<file path="config.mk">
export PLATFORM = sky130hd
export DESIGN_NAME = inv_mix_columns_seq_flat
export DESIGN_NICKNAME = d
export VERILOG_FILES = /design/src/rtl/inv_mix_columns_seq_if.sv /design/src/rtl/inv_mix_columns_seq.sv /design/src/flat_wrapper.sv
export SDC_FILE = /design/constraint.sdc
export NUM_CORES = 1
export LEC_CHECK = 0
export CAP_MARGIN = 10
export CORE_UTILIZATION = 54
export DETAILED_ROUTE_END_ITERATION = 6
export PLACE_DENSITY = 0.94
export SLEW_MARGIN = 20
export SYNTH_ARGS = -nofsm -noshare
export SYNTH_HDL_FRONTEND = slang
export SYNTH_HIERARCHICAL = 1
export SYNTH_SLANG_ARGS = --single-unit
</file>
<file path="constraint.sdc">
create_clock -name clk -period 4.7 [get_ports clk]
set_input_delay 0.94 -clock clk [delete_from_list [all_inputs] [get_ports clk]]
set_output_delay 0.94 -clock clk [all_outputs]
set_load 0.1 [all_outputs]
</file>
<file path="src/rtl/inv_mix_columns_seq_if.sv">
// Handshake bundle for the InvMixColumns stage: input state in, transformed state out.
interface inv_mix_columns_seq_if;
  logic         in_valid;
  logic         in_ready;
  logic [127:0] in_data;
  logic         out_valid;
  logic         out_ready;
  logic [127:0] out_data;

  modport slave (
    input  in_valid, in_data, out_ready,
    output in_ready, out_valid, out_data
  );

  modport master (
    output in_valid, in_data, out_ready,
    input  in_ready, out_valid, out_data
  );
endinterface

</file>
<file path="src/rtl/inv_mix_columns_seq.sv">
// Iterative AES InvMixColumns: captures a 128-bit state, transforms
// COLS_PER_CYCLE columns per clock in place, then presents the result.

module inv_mix_col (
  input  logic [31:0] col_i,
  output logic [31:0] col_o
);
  function automatic logic [7:0] xtime(input logic [7:0] b);
    return {b[6:0], 1'b0} ^ (b[7] ? 8'h1b : 8'h00);
  endfunction

  logic [3:0][7:0] a, x2, x4, x8, m9, m11, m13, m14;

  // byte0 sits in the top byte of the column word
  always_comb begin
    for (int k = 0; k < 4; k++) begin
      a[k]   = col_i[31 - 8*k -: 8];
      x2[k]  = xtime(a[k]);
      x4[k]  = xtime(x2[k]);
      x8[k]  = xtime(x4[k]);
      m9[k]  = x8[k] ^ a[k];
      m11[k] = x8[k] ^ x2[k] ^ a[k];
      m13[k] = x8[k] ^ x4[k] ^ a[k];
      m14[k] = x8[k] ^ x4[k] ^ x2[k];
    end
  end

  assign col_o[31:24] = m14[0] ^ m11[1] ^ m13[2] ^ m9[3];
  assign col_o[23:16] = m9[0]  ^ m14[1] ^ m11[2] ^ m13[3];
  assign col_o[15:8]  = m13[0] ^ m9[1]  ^ m14[2] ^ m11[3];
  assign col_o[7:0]   = m11[0] ^ m13[1] ^ m9[2]  ^ m14[3];
endmodule

module inv_mix_columns_seq #(
  parameter int COLS_PER_CYCLE = 1
) (
  input  logic                 clk,
  input  logic                 rst_n,
  inv_mix_columns_seq_if.slave bus
);
  localparam int N = COLS_PER_CYCLE;

  if (!(N == 1 || N == 2 || N == 4)) begin : g_bad_param
    $error("inv_mix_columns_seq: COLS_PER_CYCLE must be 1, 2 or 4");
  end

  // Step wraps to 0 for N=4, so the counter never leaves 0 in that build.
  localparam logic [1:0] STEP = 2'(N % 4);
  localparam logic [1:0] LAST = 2'(4 - N);

  typedef enum logic [1:0] {S_IDLE, S_BUSY, S_DONE} state_e;

  state_e          state_q, state_d;
  logic [1:0]      cnt_q, cnt_d;
  logic [3:0][31:0] work_q, work_d;
  logic [127:0]    out_q, out_d;

  logic [N-1:0][1:0]  lane_col;
  logic [N-1:0][31:0] lane_in, lane_out;

  // column c lives in word 3-c so that column 0 is the most significant
  for (genvar l = 0; l < N; l++) begin : g_lane
    assign lane_col[l] = cnt_q + 2'(l);
    assign lane_in[l]  = work_q[2'd3 - lane_col[l]];
    inv_mix_col u_col (
      .col_i (lane_in[l]),
      .col_o (lane_out[l])
    );
  end

  always_comb begin
    state_d = state_q;
    cnt_d   = cnt_q;
    work_d  = work_q;
    out_d   = out_q;
    case (state_q)
      S_IDLE: begin
        if (bus.in_valid) begin
          work_d  = bus.in_data;
          cnt_d   = '0;
          state_d = S_BUSY;
        end
      end
      S_BUSY: begin
        for (int l = 0; l < N; l++) work_d[2'd3 - lane_col[l]] = lane_out[l];
        cnt_d = cnt_q + STEP;
        if (cnt_q == LAST) begin
          out_d   = work_d;
          state_d = S_DONE;
        end
      end
      S_DONE: begin
        if (bus.out_ready) state_d = S_IDLE;
      end
      default: state_d = S_IDLE;
    endcase
  end

  always_ff @(posedge clk or negedge rst_n) begin
    if (!rst_n) begin
      state_q <= S_IDLE;
      cnt_q   <= '0;
      work_q  <= '0;
      out_q   <= '0;
    end else begin
      state_q <= state_d;
      cnt_q   <= cnt_d;
      work_q  <= work_d;
      out_q   <= out_d;
    end
  end

  assign bus.in_ready  = (state_q == S_IDLE);
  assign bus.out_valid = (state_q == S_DONE);
  assign bus.out_data  = out_q;
endmodule

</file>
<file path="src/flat_wrapper.sv">
// flat-port wrapper written by rule: the top's interface ports become plain ports
module inv_mix_columns_seq_flat 
#(
  parameter int COLS_PER_CYCLE = 1
)
  (clk, rst_n, bus_in_valid, bus_in_data, bus_out_ready, bus_in_ready, bus_out_valid, bus_out_data);
  inv_mix_columns_seq_if bus_i ();
  input  logic clk;
  input  logic rst_n;
  input wire logic [$bits(bus_i.in_valid)-1:0] bus_in_valid;
  input wire logic [$bits(bus_i.in_data)-1:0] bus_in_data;
  input wire logic [$bits(bus_i.out_ready)-1:0] bus_out_ready;
  output wire logic [$bits(bus_i.in_ready)-1:0] bus_in_ready;
  output wire logic [$bits(bus_i.out_valid)-1:0] bus_out_valid;
  output wire logic [$bits(bus_i.out_data)-1:0] bus_out_data;
  assign bus_i.in_valid = bus_in_valid;
  assign bus_i.in_data = bus_in_data;
  assign bus_i.out_ready = bus_out_ready;
  assign bus_in_ready = bus_i.in_ready;
  assign bus_out_valid = bus_i.out_valid;
  assign bus_out_data = bus_i.out_data;
  inv_mix_columns_seq #(.COLS_PER_CYCLE(COLS_PER_CYCLE)) u_core (.clk(clk), .rst_n(rst_n), .bus(bus_i));
endmodule
</file>
==> impl_metrics.tcl <==
set metrics [dict create \
    cts-hold-fix-buffers 0 \
    vias 11746 \
    detailed_place.area_mm2 0.0175 \
    hp-class "reg -> reg" \
    fmax_ghz 0.234 \
    period_needed_ps 4280 \
    critPathBufInv 1 \
    setup_viol 0 \
    cp_common_cell "xnor2_2" \
    cpLargestDelayFamily "XOR/XNOR gates" \
    period_share_pct 91.1 \
    fillers 1834 \
    synth.distinct_cells 41 \
    core_mm2 0.0270 \
    clk_pin_slew_ps 60 \
    cts_tree "built" \
    fin_setup_tns_ps 0 \
    ff2ff_setup_slack_ps 420 \
    grtUsageTotal_pct 31.7 \
    grt_start_max_net_pins 124 \
    synth.avg_cell_area_um2 11.2 \
    crit_path_end_kind "register" \
    status "complete, no violations" \
    synth_fp_nets 1459 \
    wl_mm 44.2 \
    cts_sinks 260 \
    multiInputGateArea_mm2 0.00772 \
    ant_nets 0 \
    gp_congestion 0.997 \
    vias_per_cell 6.24 \
    die_h_um 168 \
    htree_levels 1 \
    antenna_cells 0 \
    cts_buffer_depth 3 \
    die_area_mm2 0.0281 \
    ys_ff_latch 260 \
    pin_count 262 \
    post_cts_resized 0 \
    rows 60 \
    initial_utilization_pct 54.9 \
    cts_buffers 27 \
    skew_ps 12.6 \
    dp_hpwl_mm 30.3 \
    cts_setup_buffers 0 \
    crit_arrival_ps 4730 \
    holdWs_ps 483 \
    yosysSeqAreaShare_pct 44.0 \
    worst-setup-path-type "reg -> reg" \
    netlist_area_mm2 0.0148 \
    slowest_stage "dfrtp_2" \
    yosysTopAreaCell "dfrtp_1" \
    rsz0062_at_grt "false" \
    grt_pass1_wl_mm 69.6 \
    cpPeakStageDelay_ps 740 \
    cts-root-buf "clkbuf_16" \
    start_kind "register" \
    maxCapViolCount 0 \
    drc 0 \
    gr-total-overflow 0 \
    dr.first_iter.drc_count 1272 \
    wl_per_cell_um 23.5 \
    final_util_pct 68.5 \
    die_w_um 168 \
    drt_pass1_iterations 7 \
    hold_viol 0 \
    antenna_found_initial 0 \
    drive_gt1_share_pct 13.1 \
    ys_warn_count 6 \
    grt_pass1_vias 12137 \
    path_cells "buf_12, mux4_2, xnor3_2, xnor2_2, xnor2_2, xnor2_2, xnor2_1, mux2i_1, a211oi_1" \
    fin_area_mm2 0.0185 \
    syn_inst 1323 \
    syn_to_final_growth_pct 24.9 \
    worst_slew_pin_slew_ps 1150 \
    worst_ep_required_time_ps 5150 \
    slew_headroom_pct 23.1 \
    critical_path_peak_fanout 20 \
    slew_violations 0 \
    regArea_mm2 0.00651 \
    yosys.area.top_type_share_pct 44.0 \
    nNetsFinal 1657 \
    io_buffers 261 \
    yosys-top-cells-area "dfrtp_1 44%, xnor2_1 8.9%, mux2i_1 6.5%" \
    clkLatencyLatePin_ps 550 \
]
==> Yosys cell counts <==
library cell  number
nand2b_1          10
o2bb2ai_1         32
a31oi_1            1
mux4_2            32
nor3b_1           50
nor2b_1            7
a22oi_1           32
nand3b_2           1
nor2_1            90
clkbuf_1          38
buf_6              8
nor3b_2           40
and2_1             1
and3_1             1
xnor2_4            1
o22a_1             2
xor2_2             3
o21ai_0          100
xor2_1            31
ha_1               4
mux2_2            32
o32ai_1           10
xnor2_2            9
nor3_1             6
xnor2_1          150
buf_4              6
o21bai_2           1
buf_2             62
inv_1              5
xor3_2             2
or2_1              1
dfrtp_1          260
buf_1              1
a21oi_1            2
xnor3_1            4
mux2i_1           96
nand2_1           99
a211oi_1          89
xnor3_2            2
o21ba_2            1
clkbuf_4           1
==> metrics by stage <==
stage | std cells | setup slack [ps]
global placement | 1832 | 554
floorplan | 1323 | 1280
detailed placement | 1832 | 522
global route | 1883 | 316
CTS | 1882 | 481
finish | 1883 | 420
==> placed cells by master, fill, tap and decap left out, types with 10 or more instances in the layout <==
cell type,synthesis,routed
clkdlybuf4s50_1,0,258
dfrtp_1,260,257
xnor2_1,150,150
o21ai_0,100,100
nand2_1,99,99
mux2i_1,96,96
nor2_1,90,90
a211oi_1,89,89
nor3b_1,50,50
nor3b_2,40,40
mux4_2,32,32
mux2_2,32,32
a22oi_1,32,32
o2bb2ai_1,32,32
xor2_1,31,31
clkbuf_16,0,27
buf_4,6,19
nand2b_1,10,10
o32ai_1,10,10
==> tightest hold or removal path, delay by kind of cell (launching register included) <==
family	cells	cell delay (ps)
AO/OA/AOI/OAI	1	60
AND/OR/NAND/NOR	1	50
flip-flops	1	340
==> cell type report <==
type | instances | area share [%]
well taps | 341 | 2.31
clock buffers | 41 | 4.21
repair buffers | 285 | 15.5
inverters | 5 | 0.102
flip-flops and latches | 260 | 35.2
clock inverters | 9 | 0.840
multi-input cells | 942 | 41.8
==> per-layer routing <==
layer	part of all wire, %	vias up	track usage [%]
li1	-	5084	-
met4	3.3	0	10.8
met3	7.7	109	4.25
met1	41	5872	43.5
met2	48	681	51.9
met5	0	-	0
==> state kept, by name, indices dropped and copies added (netlist names) <==
signal and cells:
u_core/bus.out_data 128, u_core/cnt_q 2, u_core/state_q 2, u_core/work_q 128
==> worst paths after layout <==
path / cells after the start / from / endpoint
hold reg to reg: 2 / u_core/bus.out_data[81]$_DFFE_PN0P_ / u_core/bus.out_data[81]$_DFFE_PN0P_
hold / removal: 2 / u_core/bus.out_data[81]$_DFFE_PN0P_ / u_core/bus.out_data[81]$_DFFE_PN0P_
setup / recovery: 9 / u_core/cnt_q[1]$_DFFE_PN0P_ / u_core/work_q[35]$_DFFE_PN0P_
max in group asynchronous: 2 / rst_n / u_core/bus.out_data[11]$_DFFE_PN0P_
setup reg to reg: 9 / u_core/cnt_q[1]$_DFFE_PN0P_ / u_core/work_q[35]$_DFFE_PN0P_
min in group asynchronous: 1 / rst_n / u_core/bus.out_data[64]$_DFFE_PN0P_
==> kinds of logic after synthesis <==
group / synth area share (%)
xor+xnor: 13.5
compound gates: 12.4
simple gates: 11.8
buf+inv: 4.18
mux: 13.8
flops: 44.0
fa+ha+maj: 0.338
Power is left out: the tool's default activity adds up to more than one toggle a clock period on the data nets, which glitch-free logic cannot reach.
